===== src/rtl/down_counter_timer.sv =====
// down_counter_timer: loadable binary down-counter/timer with a one-clock
// terminal-count pulse, one-shot and auto-reload (periodic) modes.
// Optional feature: define PRESCALE_EN to add a prescaler so that q only
// decrements on every PRESC_DIV-th enabled edge while running.
module down_counter_timer #(
    parameter int WIDTH     = 8,
    parameter int PRESC_DIV = 4
) (
    input  logic             clk,
    input  logic             rst_n,
    input  logic             sync_clr,
    input  logic             load,
    input  logic [WIDTH-1:0] d,
    input  logic             enable,
    input  logic             auto_reload,
    output logic [WIDTH-1:0] q,
    output logic             tc,
    output logic             busy
);

    typedef enum logic {
        IDLE = 1'b0,
        RUN  = 1'b1
    } state_t;

    state_t           state;
    state_t           state_next;
    logic [WIDTH-1:0] reload_reg;
    logic [WIDTH-1:0] q_next;
    logic [WIDTH-1:0] reload_next;
    logic             tc_next;
    logic             dec_tick;

    // Reject parameter values the counter cannot honour.
    if (WIDTH < 2 || PRESC_DIV < 2) begin : g_param_check
        $error("down_counter_timer: WIDTH and PRESC_DIV must both be >= 2");
    end

`ifdef PRESCALE_EN
    localparam int PRESC_W = $clog2(PRESC_DIV);

    logic [PRESC_W-1:0] presc_cnt;
    logic [PRESC_W-1:0] presc_next;

    // A decrement is allowed only when the prescaler has counted a full period.
    assign dec_tick = (presc_cnt == PRESC_W'(PRESC_DIV - 1));

    // Prescaler advances on enabled RUN edges, restarts on clear or load, holds otherwise.
    always_comb begin
        presc_next = presc_cnt;
        if (sync_clr || load) begin
            presc_next = '0;
        end else if (state == RUN && enable) begin
            presc_next = dec_tick ? '0 : presc_cnt + 1'b1;
        end
    end

    // Prescaler register.
    always_ff @(posedge clk or negedge rst_n) begin
        if (!rst_n) begin
            presc_cnt <= '0;
        end else begin
            presc_cnt <= presc_next;
        end
    end
`else
    // Without the prescaler every enabled RUN edge is a decrement edge.
    assign dec_tick = 1'b1;
`endif

    // Next-state and datapath decisions, priority sync_clr > load > enable.
    always_comb begin
        state_next  = state;
        q_next      = q;
        reload_next = reload_reg;
        tc_next     = 1'b0;
        if (sync_clr) begin
            state_next  = IDLE;
            q_next      = '0;
            reload_next = '0;
        end else if (load) begin
            q_next      = d;
            reload_next = d;
            state_next  = (d != '0) ? RUN : IDLE;
        end else if (state == RUN && enable && dec_tick) begin
            if (q > WIDTH'(1)) begin
                q_next = q - 1'b1;
            end else if (q == WIDTH'(1)) begin
                tc_next = 1'b1;
                if (auto_reload) begin
                    q_next = reload_reg;
                end else begin
                    q_next     = '0;
                    state_next = IDLE;
                end
            end
        end
    end

    // FSM state register.
    always_ff @(posedge clk or negedge rst_n) begin
        if (!rst_n) begin
            state <= IDLE;
        end else begin
            state <= state_next;
        end
    end

    // Count, reload value and terminal-count pulse registers.
    always_ff @(posedge clk or negedge rst_n) begin
        if (!rst_n) begin
            q          <= '0;
            reload_reg <= '0;
            tc         <= 1'b0;
        end else begin
            q          <= q_next;
            reload_reg <= reload_next;
            tc         <= tc_next;
        end
    end

    assign busy = (state == RUN);

endmodule


===== config.mk =====
export PLATFORM = sky130hd
export DESIGN_NAME = down_counter_timer
export DESIGN_NICKNAME = d
export VERILOG_FILES = /design/src/rtl/down_counter_timer.sv
export SDC_FILE = /design/constraint.sdc
export NUM_CORES = 1
export LEC_CHECK = 0
export ABC_CLOCK_PERIOD_IN_PS = 5650
export CORE_MARGIN = 2
export CORE_UTILIZATION = 54
export DETAILED_ROUTE_END_ITERATION = 7
export MAX_ROUTING_LAYER = met4
export PLACE_DENSITY_LB_ADDON = 0.1
export RECOVER_POWER = 50
export SYNTH_ARGS = -nofsm -noshare
export SYNTH_HDL_FRONTEND = slang
export SYNTH_SLANG_ARGS = --single-unit

===== constraint.sdc =====
create_clock -name clk -period 5.65 [get_ports clk]
set_input_delay 1.13 -clock clk [delete_from_list [all_inputs] [get_ports clk]]
set_output_delay 1.13 -clock clk [all_outputs]
set_load 0.1 [all_outputs]

Word level (Yosys, flattened, before mapping)
Cells that the tools add are included.

operators by class
  add/sub/neg operators = 1
  multipliers = 0
  divide/modulo/power cells = 0
  $lt $le $gt $ge = 1
  equal/unequal tests = 3
  shift operators = 0
  muxes and demuxes = 20
  bitwise gates (word level) = 0
  reductions and logical operators = 8

operator list
  kind                   number
  $mux W8                8
  $mux W1                12
  $eq A8 B1 Y1 const B   1
  $gt A8 B1 Y1 const B   1
  $reduce_bool A8 Y1     1
  $sub A8 B1 Y8 const B  1
  $ne A3 B3 Y1 const B   2
  $reduce_bool A3 Y1     2
  $reduce_and A4 Y1      1
  $reduce_bool A4 Y1     1
  $reduce_and A2 Y1      1
  $reduce_bool A2 Y1     1
  $logic_and A1 B1 Y1    1

word-level totals
  bits in registers = 18
  bits in latches = 0
  bits in writable memories = 0
  bits in read-only memories = 0
  input port bits = 14
  output and inout port bits = 10
  logic and storage cells = 37
  memories = 0

Longest topological paths before layout
  depth after elaboration = 6
  gate-level depth with buffers = 7
  gate-level depth less buffers = 6

Least setup slack after synthesis
No wires, ideal clock.

  kind = reg-to-reg
  from = register q[4]
  to = register q[5]
  setup time = 0.096 ns
  data arrival time = 2.512 ns
  required time = 5.554 ns
  path slack = 3.042 ns
  stages on the path, launching flop included = 7
  path buffers = 2
  period minus slack after synthesis = 2.608 ns
  cell sequence = dfrtp_1 buf_6 or4_1 buf_2 or4_1 o311a_1 o32ai_2

on the way
  word-level cells in the longest chain between the ends = 5
  elaborated cells between the ends (all ways) = 9
  those cells by class = add/sub (1); order compare (1); eq/ne (1); mux (4); reduce/logical (2)

ends and longest elaborated chain
  item                                                  RTL line  text
  from (decl)                                           16        output logic [WIDTH-1:0] q,
  from (signal assigned)                                116       q <= q_next;
  $sub A8 B1 Y8 / $gt A8 B1 Y1 (equally long branches)  87, 86
  $mux W8                                               86        if (q > WIDTH'(1)) begin
  $mux W8                                               85        end else if (state == RUN && enable && dec_tick) begin
  $mux W8                                               81        end else if (load) begin
  $mux W8                                               77        if (sync_clr) begin

Parallel ways exist; a longest one is shown, timed or not. The select of a mux whose other input is x is not followed.
A chain may end at the register's enable or synchronous reset.

Final worst setup path
  from = register q[4]
  to = output port q[4]

No word-level cell between the ends.

==> metrics <==
outcome finished clean; clock buffer depth 2; Area Growth Syn to Fin 21.5%; I/O Pins 24; HPWL after DPL roughly 2200 um; Vias ~1.1k; row count 16; port bufs 23; Syn. warnings 0; post-DR wirelength/cell 16.5 um; final hold slack around 530 ps; Pleak 0.000581 uW; clock-pin slew of the registers on the worst-case setup and hold paths 120 ps; worst min path class register to register; Max transition margin 35.1%; DRT iter0 DRCs 24; Antenna Nets Post-Route 0; H-tree Lvls 1; Die Y ~51 um; commonest non-fill, non-tap cell in the layout clkdlybuf4s50_1; fin util between 70% and 80%; reg2reg setup slack approximately 3500 ps; drt first pass iters 4; Cell variety after synth 44; Post-Syn Instances 135; Hold Path End reload_reg[1]; Initial Util 58.5%; FF+latch count, synth 18; GRT Total Usage between 20% and 30%; number of vias per cell about 6.3; maximum VDD drop about 190 uV; beginning of the worst hold path reload_reg[1]; CORE AREA 2020 um2; CTS Hold Bufs 0; Buf/Inv on CP 1; endpoints failing setup 0; CTS tree done; Post-synth EDFFs 0; Finished Layout Cells between 150 and 200; Synth Cell Area roughly 1200 um2; Num CTS Buffers 3; Final Cycle Share approximately 56%; postcts setup bufs 0; Fin. Hold Viols 0; gr ovfl total 0; root buffer cell clkbuf_4; first-pass GRT wire length between 5000 and 6000 um; CP Depth 1; CP Cell Sequence clkdlybuf4s50_1; TNS Setup 0 ps; Worst Path Max Fanout 10; max-slew violations 0; Critical Path Source Type register; crit path kind register to output pin; Die Wd slightly above 50 um; CP Data Arrival Time 2050 ps; Power Dens Cells around 250 nW/um2; Async S/R FF share, synth 100%; Fin Clk Skew between 3 and 4 ps; DRC violations left 0; RR Startpoint q[5]; commonest cells after routing, fill and taps aside clkdlybuf4s50_1, dfrtp_1, nor2_1, nand2_1, a21oi_1; Synth Area per Inst 8.76 um2; Final Critical Period approximately 3200 ps; Final nets around 170; DP Cell Count 175; Crit. End Element output pin; CP top delay family buffers and inverters; Seq/Total Area, Yosys a little under two fifths; layout cells sized above 1 approximately 5.3%; Worst-Margin Slew 970 ps; pin count of the biggest net entering global routing 23; CP max stage delay between 1000 and 1500 ps; Design Area, Final 1440 um2; RR Endpoint q[5]; initial antenna violation count 0; CP max-delay cell clkdlybuf4s50_1; RSZ-0062 raised after global routing no; top_reg_cell synth dfrtp_1; WL final slightly below 3000 um; DIE AREA ~2600 um2; Critical Path RT 4520 ps; gpl congestion a little under 0.9; Post-Syn Nets around 150; clock sinks 18; worst-skew pair later-pin latency between 300 and 400 ps; number of global-route vias before repair 1096; Ant. Diodes 0; max-cap violation count 0; number of cells upsized or downsized after cts 0; WHS Path Cells 2; Placed Area ~1400 um2; reg2reg path depth 4; fmax between 0.3 and 0.4 GHz
## through the flow
stage               worst slack, ps  total power, uW
floorplan                      3040              244
global placement               2520              277
detailed placement             2460              279
CTS                            2490              359
global route                   2430              378
finish                         2470              363
## kinds of logic after synthesis
logic type	after synthesis	share of synthesized area (%)
adder cells (fa/ha/maj)	2	2.12
buffers and inverters	15	5.50
flip-flops	18	38.1
XOR/XNOR	1	0.741
AND/OR/NAND/NOR	57	25.4
multiplexers	6	5.08
AO/OA/AOI/OAI	36	23.1
## per-layer routing
layer / global-route usage, % / vias to the layer above / share of wire, %
met5: - / - / 0
li1: - / 551 / -
met4: 6.76 / 0 / 1.1
met2: 40.8 / 47 / 45
met3: 4.46 / 5 / 5.8
met1: 38.3 / 524 / 48
## worst max-delay path by stage
stage / from / to / slack [ps]
after floorplan: q[4] / q[5] / 3040
after global placement: load / q[6] / 2520
after detailed placement: load / q[6] / 2460
after CTS: q[4] / q[4] / 2490
after global routing: q[4] / q[4] / 2430
final: q[4] / q[4] / 2470
## power by group
part / total (uW) / switching [uW] / internal [uW]
combinational: 128 / 85.2 / 42.5
sequential: 149 / 12.6 / 137
clock: 85.6 / 46.3 / 39.4
## final cells by class
type	count	area, um2
inverter	5	18.8
tap	27	33.8
clock buffer	4	36.3
timing repair buffer	23	230
multi-input combinational	102	667
fill	169	586
sequential	18	450
## cell usage after synthesis, types with 2 or more instances
cell type  instances  share of area (%)
a2111oi_0          2                1.5
a21oi_1           12                5.1
a311oi_1           3                2.2
a41o_1             2                1.7
and2_1             2                1.1
buf_1              2               0.64
clkbuf_1           6                1.9
dfrtp_1           18                 38
ha_1               2                2.1
inv_1              4                1.3
mux2i_1            6                5.1
nand2_1           12                3.8
nand2b_1           3                1.6
nand3_1            3                1.3
nand4_1            3                1.6
nor2_1            12                3.8
nor2b_1            2                1.1
nor3_1             8                3.4
nor4_1             3                1.6
o31ai_1            3                1.9
o32ai_1            2                1.5
or2_2              2                1.1
or4_1              2                1.3
Power figures use the tool's default switching activity.
